## config.mk

```make
export PLATFORM = sky130hd
export DESIGN_NAME = glyph_fetch
export DESIGN_NICKNAME = d
export VERILOG_FILES = /design/src/rtl/glyph_fetch.sv
export SDC_FILE = /design/constraint.sdc
export NUM_CORES = 1
export LEC_CHECK = 0
export BUFFER_PORTS_ARGS = -buffer_cell sky130_fd_sc_hd__buf_4
export CAP_MARGIN = 5
export CORE_MARGIN = 8
export CORE_UTILIZATION = 61
export CTS_CLUSTER_DIAMETER = 150
export DETAILED_ROUTE_END_ITERATION = 10
export GPL_TIMING_DRIVEN = 0
export HOLD_SLACK_MARGIN = 0.1
export PLACE_DENSITY_LB_ADDON = 0.12
export SKIP_CTS_REPAIR_TIMING = 1
export SLEW_MARGIN = 15
export SYNTH_ARGS = -nofsm -noshare
export SYNTH_HDL_FRONTEND = slang
export SYNTH_SLANG_ARGS = --single-unit
```

## constraint.sdc

```tcl
create_clock -name clk -period 6.65 [get_ports clk]
set_input_delay 0.665 -clock clk [delete_from_list [all_inputs] [get_ports clk]]
set_output_delay 0.665 -clock clk [all_outputs]
set_load 0.01 [all_outputs]
```

## src/rtl/glyph_fetch.sv

```systemverilog
// glyph_fetch: reader side of the font character ROM.
//   Accepts character codes over valid/ready, walks the glyph columns by
//   driving the registered ROM address {code, col}, absorbs the 1-cycle ROM
//   read latency and streams the column bytes out over valid/ready with full
//   backpressure. Inversion and last-column flags travel with each byte.
// Ports:
//   clk, rst                      clock, synchronous active-high reset
//   char_code/char_inv/char_valid character in (sampled on handshake)
//   char_ready                    character can be accepted this cycle
//   rom_addr / rom_data           font ROM address out, read data in
//   byte_data/byte_valid/byte_last/byte_ready  glyph byte stream out
//   busy                          glyph issuing, read in flight or bytes buffered
module glyph_fetch #(
    parameter int unsigned GLYPH_BYTES = 8,
    parameter int unsigned ADDR_W      = 11,
    parameter int unsigned BUF_DEPTH   = 4
) (
    input  logic                                    clk,
    input  logic                                    rst,
    input  logic [ADDR_W-$clog2(GLYPH_BYTES)-1:0]   char_code,
    input  logic                                    char_inv,
    input  logic                                    char_valid,
    output logic                                    char_ready,
    output logic [ADDR_W-1:0]                       rom_addr,
    input  logic [7:0]                              rom_data,
    output logic [7:0]                              byte_data,
    output logic                                    byte_valid,
    input  logic                                    byte_ready,
    output logic                                    byte_last,
    output logic                                    busy
);

    localparam int unsigned COL_W  = $clog2(GLYPH_BYTES);
    localparam int unsigned CODE_W = ADDR_W - COL_W;
    localparam int unsigned PTR_W  = (BUF_DEPTH > 1) ? $clog2(BUF_DEPTH) : 1;
    localparam int unsigned CNT_W  = $clog2(BUF_DEPTH + 1) + 1;
    localparam logic [COL_W-1:0] COL_LAST = COL_W'(GLYPH_BYTES - 1);
    localparam logic [PTR_W-1:0] PTR_LAST = PTR_W'(BUF_DEPTH - 1);

    typedef enum logic [0:0] {IDLE, ISSUE} state_t;

    state_t              state, state_next;
    logic [CODE_W-1:0]   code_q;
    logic                inv_q;
    logic [COL_W-1:0]    col;

    // Issue-side selection (combinational)
    logic                issue_ok, issue_now;
    logic [CODE_W-1:0]   issue_code;
    logic                issue_inv;
    logic [COL_W-1:0]    issue_col;
    logic                accept;

    // Read-tag pipeline: t0 = address registered, t1 = ROM has sampled it
    logic                t0_v, t0_inv, t0_last;
    logic                t1_v, t1_inv, t1_last;
    logic [CNT_W-1:0]    inflight;

    // Output FIFO, entries hold {last, byte already inverted}
    logic [8:0]          mem [BUF_DEPTH];
    logic [PTR_W-1:0]    wr_ptr, rd_ptr;
    logic [CNT_W-1:0]    count;
    logic                push, pop;

    assign inflight = CNT_W'(t0_v) + CNT_W'(t1_v);
    // Reserve buffer space for every read in flight so the FIFO never overflows.
    assign issue_ok = (count + inflight) < CNT_W'(BUF_DEPTH);
    assign accept   = char_valid & char_ready;
    assign push     = t1_v;
    assign pop      = byte_valid & byte_ready;

    always_ff @(posedge clk) begin
        if (rst) state <= IDLE;
        else     state <= state_next;
    end

    // In IDLE the first column is issued on the handshake edge itself, which
    // gives the two-clock latency to the first byte.
    always_comb begin
        state_next = state;
        char_ready = 1'b0;
        issue_now  = 1'b0;
        issue_code = code_q;
        issue_inv  = inv_q;
        issue_col  = col;
        case (state)
            IDLE: begin
                char_ready = 1'b1;
                issue_code = char_code;
                issue_inv  = char_inv;
                issue_col  = '0;
                issue_now  = char_valid & issue_ok;
                if (char_valid) state_next = ISSUE;
            end
            ISSUE: begin
                issue_now = issue_ok;
                if (issue_ok && col == COL_LAST) begin
                    char_ready = 1'b1;
                    if (!char_valid) state_next = IDLE;
                end
            end
            default: state_next = IDLE;
        endcase
    end

    always_ff @(posedge clk) begin
        if (rst) begin
            code_q   <= '0;
            inv_q    <= 1'b0;
            col      <= '0;
            rom_addr <= '0;
            t0_v     <= 1'b0;
            t0_inv   <= 1'b0;
            t0_last  <= 1'b0;
            t1_v     <= 1'b0;
            t1_inv   <= 1'b0;
            t1_last  <= 1'b0;
        end else begin
            if (issue_now) rom_addr <= {issue_code, issue_col};

            if (accept) begin
                code_q <= char_code;
                inv_q  <= char_inv;
            end

            if (state == IDLE) begin
                if (char_valid) col <= issue_ok ? COL_W'(1) : '0;
            end else if (issue_ok) begin
                col <= (col == COL_LAST) ? '0 : col + COL_W'(1);
            end

            t0_v    <= issue_now;
            t0_inv  <= issue_inv;
            t0_last <= (issue_col == COL_LAST);
            t1_v    <= t0_v;
            t1_inv  <= t0_inv;
            t1_last <= t0_last;
        end
    end

    always_ff @(posedge clk) begin
        if (rst) begin
            wr_ptr <= '0;
            rd_ptr <= '0;
            count  <= '0;
        end else begin
            if (push) begin
                mem[wr_ptr] <= {t1_last, rom_data ^ {8{t1_inv}}};
                wr_ptr      <= (wr_ptr == PTR_LAST) ? '0 : wr_ptr + PTR_W'(1);
            end
            if (pop) rd_ptr <= (rd_ptr == PTR_LAST) ? '0 : rd_ptr + PTR_W'(1);
            case ({push, pop})
                2'b10:   count <= count + CNT_W'(1);
                2'b01:   count <= count - CNT_W'(1);
                default: count <= count;
            endcase
        end
    end

    assign byte_valid = (count != '0);
    assign byte_data  = byte_valid ? mem[rd_ptr][7:0] : '0;
    assign byte_last  = byte_valid ? mem[rd_ptr][8]   : 1'b0;
    assign busy       = (state != IDLE) | (inflight != '0) | (count != '0);

endmodule

```

# [Word level (Yosys, flattened, before mapping)]
# Memory sizes are Yosys's and may differ from the RTL's. A register that Yosys moved wholly into a read port is not among the register bits.
# Index checks and enable logic that the tools add are counted.
[classes] add_sub_neg=7 n_reduce_logical=6 n_lt_le_gt_ge=1 n_eq_ne=7 bitwise=7 muxes=24
[op_table] op="8-bit two-way mux" n=2
[op_table] op="3-bit two-way mux" n=5
[op_table] op="1-bit two-way mux" n=9
[op_table] op="2-bit two-way mux" n=4
[op_table] op="4-bit case mux with 2 select lines" n=1
[op_table] op="4-bit nonzero test" n=2
[op_table] op="8-bit XOR" n=1
[op_table] op="2-bit == test (second input constant)" n=3
[op_table] op="3-bit == test (second input constant)" n=2
[op_table] op="1-bit case mux with 2 select lines" n=3
[op_table] op="2-bit by 1-bit adder with 2-bit output (second input constant)" n=2
[op_table] op="4-bit by 1-bit adder with 4-bit output (second input constant)" n=1
[op_table] op="4-bit by 2-bit adder with 4-bit output" n=1
[op_table] op="4-bit by 3-bit < comparator with 1-bit output (second input constant)" n=1
[op_table] op="2-bit nonzero test" n=2
[op_table] op="4-bit by 1-bit subtractor with 4-bit output (second input constant)" n=1
[op_table] op="3-bit by 1-bit adder with 3-bit output (second input constant)" n=1
[op_table] op="1-bit AND" n=3
[op_table] op="1-bit by 1-bit adder with 2-bit output" n=1
[op_table] op="2-bit by 1-bit == test with 1-bit output (second input constant)" n=1
[op_table] op="2-bit by 1-bit != test with 1-bit output (second input constant)" n=1
[op_table] op="1-bit bitwise OR" n=2
[op_table] op="2-bit AND reduction" n=1
[op_table] op="1-bit logical AND" n=1
[op_table] op="1-bit inverter" n=1
[totals] ff_bits=38 wordCells=67 n_memories=1 in_bits=21 out_inout_bits=23 mem_bits_rw=36
[mem_list] memory="mem" words=4 word_bits=9 read_ports=1 rd_clocked_by_memory_dff=1 write_ports=1 line_no="60" rtl="logic [8:0] mem [BUF_DEPTH];"

# [Longest topological paths before layout]
# Gate-level depths: netlist of the first run.
[logic_depth] word_depth=7 depth_mapped=10 ltp_nobuf=10

# [Worst setup path before layout of the first run]
# OpenSTA, ideal clock, no wires.
[synth_path] kind="register to register" startpoint="register count[0]" endpoint="register count[2]" stages_incl_launch_ff=11 arrival_ns=2.301 setup_ns=0.071 synth_period_minus_slack_ns=2.371 n_path_buf=0 path_slack_ns=4.279 t_required_ns=6.579 path_cell_list="dfxtp_1 > or4_1 > nand2_1 > inv_1 > ha_1 > xor2_1 > ha_1 > a21oi_1 > xor2_1 > or3_1 > a21oi_1"
[synth_between] elab_chain_cells=4 word_cells_on_any_way=8 classes_between="add/sub (2); eq/ne (2); mux (1); bitwise (1); reduce/logical (2)"
[synth_rtl] item="start, declared" line_no="62" rtl="logic [CNT_W-1:0] count;"
[synth_rtl] item="start signal, assigned" line_no="153" rtl="2'b10: count <= count + CNT_W'(1);"
[synth_rtl] item="start signal, assigned" line_no="154" rtl="2'b01: count <= count - CNT_W'(1);"
[synth_rtl] item="start signal, assigned" line_no="155" rtl="default: count <= count;"
[synth_rtl] item="4-bit nonzero test" line_no="160" rtl="assign byte_valid = (count != '0);"
[synth_rtl] item="1-bit AND" line_no="70" rtl="assign pop = byte_valid & byte_ready;"
[synth_rtl] item="2-bit by 1-bit == test with 1-bit output / 2-bit == test (equally long branches)" line_no="152" rtl="case ({push, pop})"
[synth_rtl] item="4-bit case mux with 2 select lines / 2-bit nonzero test (equally long branches)"
# Several ways; a longest one is shown, not always the timed one.
# A chain may end at the register's enable or synchronous reset.

# [Worst setup path in the final report of the first run]
[layout_path] startpoint="register t1_v (netlist: push)" endpoint="output port char_ready"
[layout_between] elab_chain_cells=6
[layout_rtl] item="start, declared" line_no="56" rtl="logic t1_v, t1_inv, t1_last;"
[layout_rtl] item="start signal, assigned" line_no="135" rtl="t1_v <= t0_v;"
[layout_rtl] item="1-bit by 1-bit adder with 2-bit output" line_no="65" rtl="assign inflight = CNT_W'(t0_v) + CNT_W'(t1_v);"
[layout_rtl] item="4-bit by 2-bit adder with 4-bit output" line_no="67" rtl="assign issue_ok = (count + inflight) < CNT_W'(BUF_DEPTH);"
[layout_rtl] item="4-bit by 3-bit < comparator with 1-bit output" line_no="67"
[layout_rtl] item="1-bit logical AND" line_no="97" rtl="if (issue_ok && col == COL_LAST) begin"
[layout_rtl] item="1-bit two-way mux" line_no="97"
[layout_rtl] item="1-bit case mux with 2 select lines" line_no="86" rtl="case (state)"
[layout_rtl] item="end, declared" line_no="23" rtl="output logic char_ready,"
# No other way between the ends.

==> impl_metrics.json, run 1 <==
{
  "status": "finished clean",
  "dp.cells": 372,
  "antenna_found_initial": 0,
  "vias": 2142,
  "cts_tree": "built",
  "layout.cells.non_filler": 388,
  "rows": 27,
  "worst_hold_slack_ns": 0.451,
  "cp_slowest_stage_delay_ns": 0.44,
  "cp_cell_sequence": "inv_1 -> ha_1 -> a31oi_4 -> nand3b_1 -> nand3_1 -> buf_4",
  "syn_to_final_growth_pct": 18.3,
  "tns_ns": 0,
  "postSynthAreaPerCell_um2": 12.8,
  "synth_top_flop_cell": "dfxtp_1",
  "grt_max_degree": 15,
  "synthArstFlopShare": 0,
  "synth-edff-count": 36,
  "maxCapViolations": 0,
  "critPathArrivalTime_ns": 1.99,
  "cp_slowest_cell": "dfxtp_1",
  "tightestPinTransition_ns": 0.635,
  "clk_latency_ns": 0.35,
  "finalSetupViolCount": 0,
  "die_w_um": 89.6,
  "worst-path-max-fanout": 7,
  "fp.dieH_um": 89.6,
  "hold_class": "flop to flop",
  "dr_wl_met3_um": 302,
  "max_freq_mhz": 377,
  "min_period_over_period": 0.399,
  "grtUsageTotal": 0.169,
  "hold_viol": 0,
  "clock-sinks": 76,
  "multi_input_area_um2": 1320,
  "io-pin-count": 44,
  "n_antenna_cell": 0,
  "vdd_drop_max_mv": 0.208,
  "synth_area_leader_cell": "edfxtp_1",
  "cts_made_buffers": 9,
  "maxSlewHeadroom": 0.576,
  "final_nets": 345,
  "synth_top_area_share": 0.327,
  "design_area_um2": 3910,
  "finalClockSkew_ns": 0.0112,
  "ys_seq_area_frac": 0.569,
  "cts.clk_slew.worst_paths_ns": 0.09,
  "root_buffer": "clkbuf_8",
  "start_kind": "flop",
  "topRoutingLayerUsed": "met4",
  "clk_path_buf_depth": 2,
  "syn_nets": 292,
  "synthCells": 258,
  "wl_per_cell_um": 16.1,
  "final_core_util": 0.728,
  "place_area_um2": 3710,
  "yosys_register_bits": 76,
  "powerDensity_nw_per_um2": 338,
  "core_area_um2": 5370,
  "synth.top_cells.by_area": "edfxtp_1 (33%), dfxtp_1 (24%), mux2i_1 (7.0%)",
  "dr.pass1.iters": 4,
  "syn_area_um2": 3310,
  "fin_ws_ns": 4.00,
  "start_util": 0.616,
  "dp_hpwl_um": 4400,
  "ff_latch_area_um2": 1880,
  "grt.overflow.total": 0,
  "io_buffers": 42,
  "routed_via_density": 5.52,
  "crit_path_end_kind": "output port",
  "wirelength_um": 6260,
  "maxSlewViolCount": 0,
  "required_ns": 5.98,
  "grt_pass1_vias": 2118,
  "ys_warn_count": 0,
  "power_leakage_nw": 1.61,
  "final_layout_size_suffix_gt1_frac": 0.253,
  "htree_num_levels": 3,
  "rsz0062_at_grt": "false",
  "pre_cts_slack_ns": 4.05,
  "fillCellCount": 367,
  "m1WireLength_um": 2730,
  "drt_iter0_markers": 136,
  "postRouteAntennaNets": 0,
  "min_period_ns": 2.65,
  "dieArea_um2": 8030,
  "dr_wl_met2_um": 3140,
  "grt_pass1_wl_um": 9960,
  "critPathKind": "flop to output port",
  "drc": 0,
  "routabilityCongestion": 0.755,
  "synth_cell_types": 40,
  "power.total_mw": 1.32
}
[layer usage]
metal,up-vias,track usage
li1,1051,-
met4,0,0.0770
met3,10,0.0491
met5,-,0
met2,46,0.287
met1,1035,0.193
[layout by cell type (no fill, tap or decap), types with 4 or more instances in the layout]
| cell | instances |
|---|---|
| a21oi_1 | 15 |
| a311oi_1 | 8 |
| and2_1 | 10 |
| and3_1 | 4 |
| buf_4 | 43 |
| clkbuf_1 | 8 |
| clkbuf_8 | 9 |
| dfxtp_1 | 40 |
| edfxtp_1 | 36 |
| ha_1 | 13 |
| inv_1 | 7 |
| mux2i_1 | 23 |
| mux4_2 | 9 |
| nand2_1 | 20 |
| nor2_1 | 12 |
| nor2b_1 | 4 |
| xor2_1 | 11 |
[final cells by class]
| class | count | area share |
|---|---|---|
| Sequential cell | 76 | 0.481 |
| Multi-Input combinational cell | 160 | 0.337 |
| Timing Repair Buffer | 42 | 0.0806 |
| Clock buffer | 9 | 0.0317 |
| Tap cell | 72 | 0.0230 |
| Buffer | 15 | 0.0205 |
| Clock inverter | 7 | 0.0192 |
| Inverter | 7 | 0.00672 |
[path summary, 6_finish.rpt]
| check | start | end | slack [ns] | depth (start not counted) |
|---|---|---|---|---|
| worst max-delay path | push | char_ready | 4.00 | 6 |
| worst max register to register | count[0] | count[2] | 4.02 | 10 |
| worst min-delay path | t0_inv | t1_inv | 0.45 | 1 |
| worst min register to register | t0_inv | t1_inv | 0.45 | 1 |
[state kept, by name, indices dropped and copies added, names as in the netlist, named ones only]
register	flops
mem	36
rom_addr	11
code_q	8
count	4
col	3
rd_ptr	2
wr_ptr	2
inv_q	1
push	1
state	1
t0_inv	1
t0_last	1
t0_v	1
t1_inv	1
t1_last	1
[critical path, delay by kind of cell (launching register included)]
family	cells	cell delay [ns]
flip-flops	1	0.44
AO/OA/AOI/OAI	1	0.21
adder cells (fa/ha/maj)	1	0.35
AND/OR/NAND/NOR	2	0.30
buffers and inverters	2	0.34
[synthesized netlist by cell type, drive strengths merged, types with 3 or more instances]
cell	instances
a21oi	15
a22o	3
a311oi	8
and2	10
and3	5
buf	6
clkbuf	9
dfxtp	40
edfxtp	36
ha	13
inv	7
mux2i	23
mux4	9
nand2	20
nor2	12
nor2b	4
nor3	3
o21ai	3
xor2	11
[power breakdown]
group          internal, mW  switching, mW
Combinational         0.204          0.198
Sequential            0.534         0.0346
Clock                 0.176          0.175
Total                 0.914          0.408
[cells by family after synthesis]
family                   Yosys count  share of synthesized area
AND/OR/NAND/NOR                   67                      0.106
multiplexers                      34                      0.139
AO/OA/AOI/OAI                     35                     0.0757
buffers and inverters             22                     0.0322
flip-flops                        76                      0.569
adder cells (fa/ha/maj)           13                     0.0492
XOR/XNOR                          11                     0.0291
Power figures use the tool's default switching activity.
==> run 2, diff against run 1 <==
- ABC_AREA: not set -> 1
- CORE_UTILIZATION: 61 -> 52
- clock period: 6.65 -> 2.35 ns (I/O delays scaled with it)
==> run 2 against run 1 <==
Compared with the run above: critical path depth rose by 3; core utilization shrank 11 points; worst hold slack worse by 0.28 ns; cell count rose by 39%; global-route usage down 1.4 points; register-to-register slack worse by 3.8 ns; setup slack got worse by 3.8 ns; critical path type unchanged; synthesized cell count rose by 56%; largest cell class unchanged; critical endpoint unchanged.
==> impl_metrics.json, run 2 <==
{
  "tns_ns": 0,
  "worst-path-max-fanout": 10,
  "fp.dieH_um": 97.9,
  "ys_seq_area_frac": 0.540,
  "die_w_um": 97.9,
  "layout.cells.non_filler": 541,
  "vdd_drop_max_mv": 0.471,
  "switchingPower_mw": 1.53,
  "hold_class": "input port to flop",
  "pwr-share-seq": 0.391,
  "drc": 0,
  "synth_top_area_share": 0.310,
  "hold_viol": 0,
  "place_area_um2": 3910,
  "wirelength_um": 7000,
  "swShare": 0.364,
  "dr.pass1.iters": 4,
  "status": "finished clean",
  "io_buffers": 43,
  "grtUsageTotal": 0.155,
  "top_usage_layer": "met2",
  "cp_slowest_stage_delay_ns": 0.35,
  "p_int_mw": 2.68,
  "n_antenna_cell": 0,
  "critPathArrivalTime_ns": 1.93,
  "rows": 30,
  "powerDensity_nw_per_um2": 1020,
  "routed_via_density": 4.79,
  "root_buffer": "clkbuf_8",
  "required_ns": 2.12,
  "design_area_um2": 4110,
  "io-pin-count": 44,
  "grt_pass1_wl_um": 11800,
  "finalSetupViolCount": 0,
  "layout_common_cells": "nor2_1 (84), nand2_1 (53), inv_1 (51)",
  "htree_num_levels": 3,
  "cp_cell_sequence": "ha_1 -> ha_1 -> nand3_2 -> nand2_2 -> nand2_2 -> nand3_1 -> nand2_1 -> buf_4 -> buf_4",
  "start_util": 0.524,
  "clk_path_buf_depth": 2,
  "syn_to_final_growth_pct": 18.1,
  "top_regs": "mem (36), rom_addr (11), code_q (8)",
  "grt_max_degree": 15,
  "largest_reg_flops": 36,
  "final_core_util": 0.619,
  "tightestPinTransition_ns": 0.887,
  "grt.overflow.total": 0,
  "final_layout_size_suffix_gt1_frac": 0.182,
  "start_kind": "flop",
  "critPathKind": "flop to output port",
  "synth.top_cells.by_area": "edfxtp_1 (31%), dfxtp_1 (23%), nor2_1 (9.2%)",
  "ys_warn_count": 0,
  "min_period_ns": 2.16,
  "p_clk_frac": 0.240,
  "synth_commonest_cells": "nor2_1 (85), nand2_1 (53), inv_1 (51), dfxtp_1 (40), edfxtp_1 (36)",
  "grtUsageMet2": 0.267,
  "maxSlewHeadroom": 0.407,
  "yosysMostFrequentCell": "nor2_1",
  "vias": 2593,
  "max_freq_mhz": 463,
  "clk_latency_ns": 0.35,
  "wl_per_cell_um": 12.9,
  "routabilityCongestion": 0.814,
  "synth_area_leader_cell": "edfxtp_1",
  "crit_path_end_kind": "output port",
  "grt_pass1_vias": 2640,
  "postRouteAntennaNets": 0,
  "cts_tree": "built",
  "antenna_found_initial": 0,
  "yosys_register_bits": 76,
  "dieArea_um2": 9580,
  "layout_commonest_cell": "nor2_1",
  "gr-usage-met1": 0.173,
  "power_leakage_nw": 1.85,
  "synthCells": 402,
  "cp_slowest_cell": "dfxtp_1",
  "cts_made_buffers": 9,
  "maxCapViolations": 0,
  "dp.cells": 525,
  "drt_iter0_markers": 72,
  "clock-sinks": 76,
  "dp_hpwl_um": 4980,
  "synth_top_flop_cell": "dfxtp_1",
  "maxSlewViolCount": 0,
  "cts.clk_slew.worst_paths_ns": 0.08,
  "worst_hold_slack_ns": 0.166,
  "syn_nets": 436,
  "met3_usage": 0.0448,
  "synth-edff-count": 36,
  "largest-register": "mem",
  "final_nets": 490,
  "synth_cell_types": 31,
  "combPwrFrac": 0.369,
  "synthArstFlopShare": 0,
  "syn_area_um2": 3480,
  "postSynthAreaPerCell_um2": 8.67,
  "finalClockSkew_ns": 0.00429,
  "core_area_um2": 6640,
  "min_period_over_period": 0.919
}
[run 2: routing by layer]
| metal | part of all wire | wire length (um) |
|---|---|---|
| met1 | 0.45 | 3150 |
| met2 | 0.48 | 3390 |
| met4 | 0.014 | 100 |
| met5 | 0 | 0 |
| met3 | 0.052 | 365 |
[run 2: cell type report]
type                            instances  area (um2)
Clock inverter                          7        75.1
Fill cell                             593        2530
Sequential cell                        76        1880
Inverter                               53         201
Tap cell                               80         100
Clock buffer                            9         124
Multi-Input combinational cell        256        1310
Timing Repair Buffer                   43         323
Buffer                                 17        96.3
[run 2: final timing paths]
check / slack (ns) / start / cells after the start / endpoint
worst max-delay path: 0.19 / push / 9 / char_ready
worst min-delay path: 0.17 / char_inv / 3 / t0_inv
worst max register to register: 0.20 / count[2] / 15 / count[2]
worst min register to register: 0.41 / t0_inv / 2 / t1_inv
[run 2: kinds of logic after synthesis]
kind of cell / after synthesis / synth area share
and+or+nand+nor: 167 / 0.199
xor gates and xnor gates: 9 / 0.0226
buffers and inverters: 70 / 0.0855
DFF: 76 / 0.540
AOI/OAI and AO/OA: 67 / 0.106
adders and majority gates: 13 / 0.0467
[run 2: power groups by stage]
stage / logic [mW] / clock network, mW / registers, mW
finish: 1.55 / 1.01 / 1.65
floorplan: 0.990 / 0 / 1.68
global route: 1.77 / 1.08 / 1.67
global placement: 1.54 / 0 / 1.67
detailed placement: 1.56 / 0 / 1.68
CTS: 1.57 / 1.02 / 1.65
[run 2: metrics by stage]
step	worst slack, ns	power (mW)
after floorplan	0.380	2.67
after global routing	-0.0355	4.52
after CTS	0.0719	4.24
final	0.190	4.21
after detailed placement	0.0936	3.24
after global placement	0.112	3.21
[run 2: critical path: cells and delay by family, from the launching register on]
kind                       cells  cell delay [ns]
DFF                            1             0.35
adders and majority gates      2             0.48
buffers and inverters          2             0.34
and+or+nand+nor                5             0.39
==> run 3, diff against run 2 <==
- RECOVER_POWER: not set -> 50
==> run 3 against run 2 <==
Compared with the run above: first-iteration DRC count up 9.7%; cell area down 1.0%; worst hold slack about the same; cell count stayed put; clock power barely moved; setup slack worse by 0.0018 ns.
==> impl_metrics.json, run 3 (same netlist as run 2, synthesis figures left out) <==
{
  "min_period_over_period": 0.920,
  "grt.overflow.total": 0,
  "start_kind": "flop",
  "min_period_ns": 2.16,
  "hold_depth": 3,
  "place_area_um2": 3910,
  "clock-sinks": 76,
  "critPathKind": "flop to output port",
  "max_freq_mhz": 463,
  "tns_ns": 0,
  "min-delay-start": "char_inv",
  "power_leakage_nw": 1.80,
  "met3_usage": 0.0448,
  "fp.dieH_um": 97.9,
  "design_area_um2": 4070,
  "grt_max_degree": 15,
  "layout.cells.non_filler": 541,
  "cts_tree": "built",
  "postRouteAntennaNets": 0,
  "power.total_mw": 4.17,
  "top_regs": "mem (36), rom_addr (11), code_q (8)",
  "finalSetupViolCount": 0,
  "final_layout_size_suffix_gt1_frac": 0.156,
  "cts.clk_slew.worst_paths_ns": 0.08,
  "dp_hpwl_um": 4980,
  "largest-register": "mem",
  "hold_class": "input port to flop",
  "n_antenna_cell": 0,
  "worstRegToRegCells": 15,
  "pre_cts_slack_ns": 0.0936,
  "io-pin-count": 44,
  "antenna_found_initial": 0,
  "maxSlewHeadroom": 0.412,
  "powerDensity_nw_per_um2": 1030,
  "fin_ws_ns": 0.188,
  "htree_num_levels": 3,
  "drt_iter0_markers": 79,
  "syn_to_final_growth_pct": 16.8,
  "wirelength_um": 7030,
  "ff_latch_area_um2": 1880,
  "vias": 2608,
  "multi_input_area_um2": 1310,
  "vdd_drop_max_mv": 0.471,
  "cts_made_buffers": 9,
  "clk_latency_ns": 0.35,
  "grtUsageTotal": 0.155,
  "maxCapViolations": 0,
  "maxSlewViolCount": 0,
  "grtUsageMet2": 0.267,
  "grt_pass1_wl_um": 11800,
  "tightestPinTransition_ns": 0.878,
  "largest_reg_flops": 36,
  "hold_viol": 0,
  "final_nets": 490,
  "grt_pass1_vias": 2640,
  "required_ns": 2.12,
  "core_area_um2": 6640,
  "rrSetupSlack_ns": 0.20,
  "finalClockSkew_ns": 0.00454,
  "wl_per_cell_um": 13.0,
  "routed_via_density": 4.82,
  "io_buffers": 43,
  "dr.pass1.iters": 4,
  "drc": 0,
  "root_buffer": "clkbuf_8",
  "gr-usage-met1": 0.173,
  "routabilityCongestion": 0.814,
  "worst-path-max-fanout": 10,
  "min_to": "t0_inv",
  "layout_common_cells": "nor2_1 (84), nand2_1 (53), inv_1 (51)",
  "startpoint": "push",
  "critPathArrivalTime_ns": 1.93,
  "crit_path_end_kind": "output port",
  "dieArea_um2": 9580,
  "status": "finished clean",
  "layout_commonest_cell": "nor2_1",
  "start_util": 0.524,
  "die_w_um": 97.9,
  "dp.cells": 525,
  "r2r_start": "count[2]",
  "r2r-end": "count[2]",
  "rows": 30,
  "top_usage_layer": "met2",
  "fillCellCount": 604,
  "clk_path_buf_depth": 2
}
## run 3: changes by cell type in the layout (fill, tap and decap cells not counted), sizes merged
| cell | previous run | this run |
|---|---|---|
| buf | 54 | 41 |
| clkbuf | 15 | 28 |
## run 3: how the worst max path moves through the flow
stage / endpoint / slack, ns / cells after the start
floorplan: count[2] / 0.38 / 15
global placement: count[2] / 0.11 / 15
detailed placement: count[2] / 0.09 / 15
CTS: count[2] / 0.07 / 15
global route: count[2] / -0.04 / 15
finish: char_ready / 0.19 / 9
## run 3: report_power, final
group | internal [mW] | leakage [nW] | switching (mW)
Sequential | 1.54 | 0.655 | 0.101
Clock | 0.496 | 0.0939 | 0.513
Combinational | 0.601 | 1.05 | 0.920
## run 3: per-stage QoR
stage	hold WS, ns	util
2_1_floorplan	0.384	-
3_3_place_gp	0.390	0.588
3_5_place_dp	0.402	0.588
4_1_cts	0.154	0.618
5_1_grt	0.170	0.613
6_report	0.166	0.613
## run 3: final cells by class
| cell class | instances | share of cell area |
|---|---|---|
| inverter | 53 | 0.0495 |
| multi-input combinational | 256 | 0.322 |
| timing repair buffer | 43 | 0.0691 |
| clock inverter | 7 | 0.0184 |
| sequential | 76 | 0.462 |
| buffer | 17 | 0.0234 |
| tap | 80 | 0.0246 |
| clock buffer | 9 | 0.0304 |
## run 3: critical path: stages (launching register included)
cell	delay, ns
dfxtp_1	0.35
ha_1	0.20
ha_1	0.28
nand3_2	0.09
nand2_2	0.08
nand2_2	0.06
nand3_1	0.08
nand2_1	0.08
buf_4	0.19
buf_4	0.15
## run 3: metal layers
metal  wire, um  vias up  part of all wire
li1           -     1396                 -
met1       3150     1143              0.45
met2       3420       59              0.49
met3        366       10             0.052
met4        100        0             0.014
met5          0        -                 0
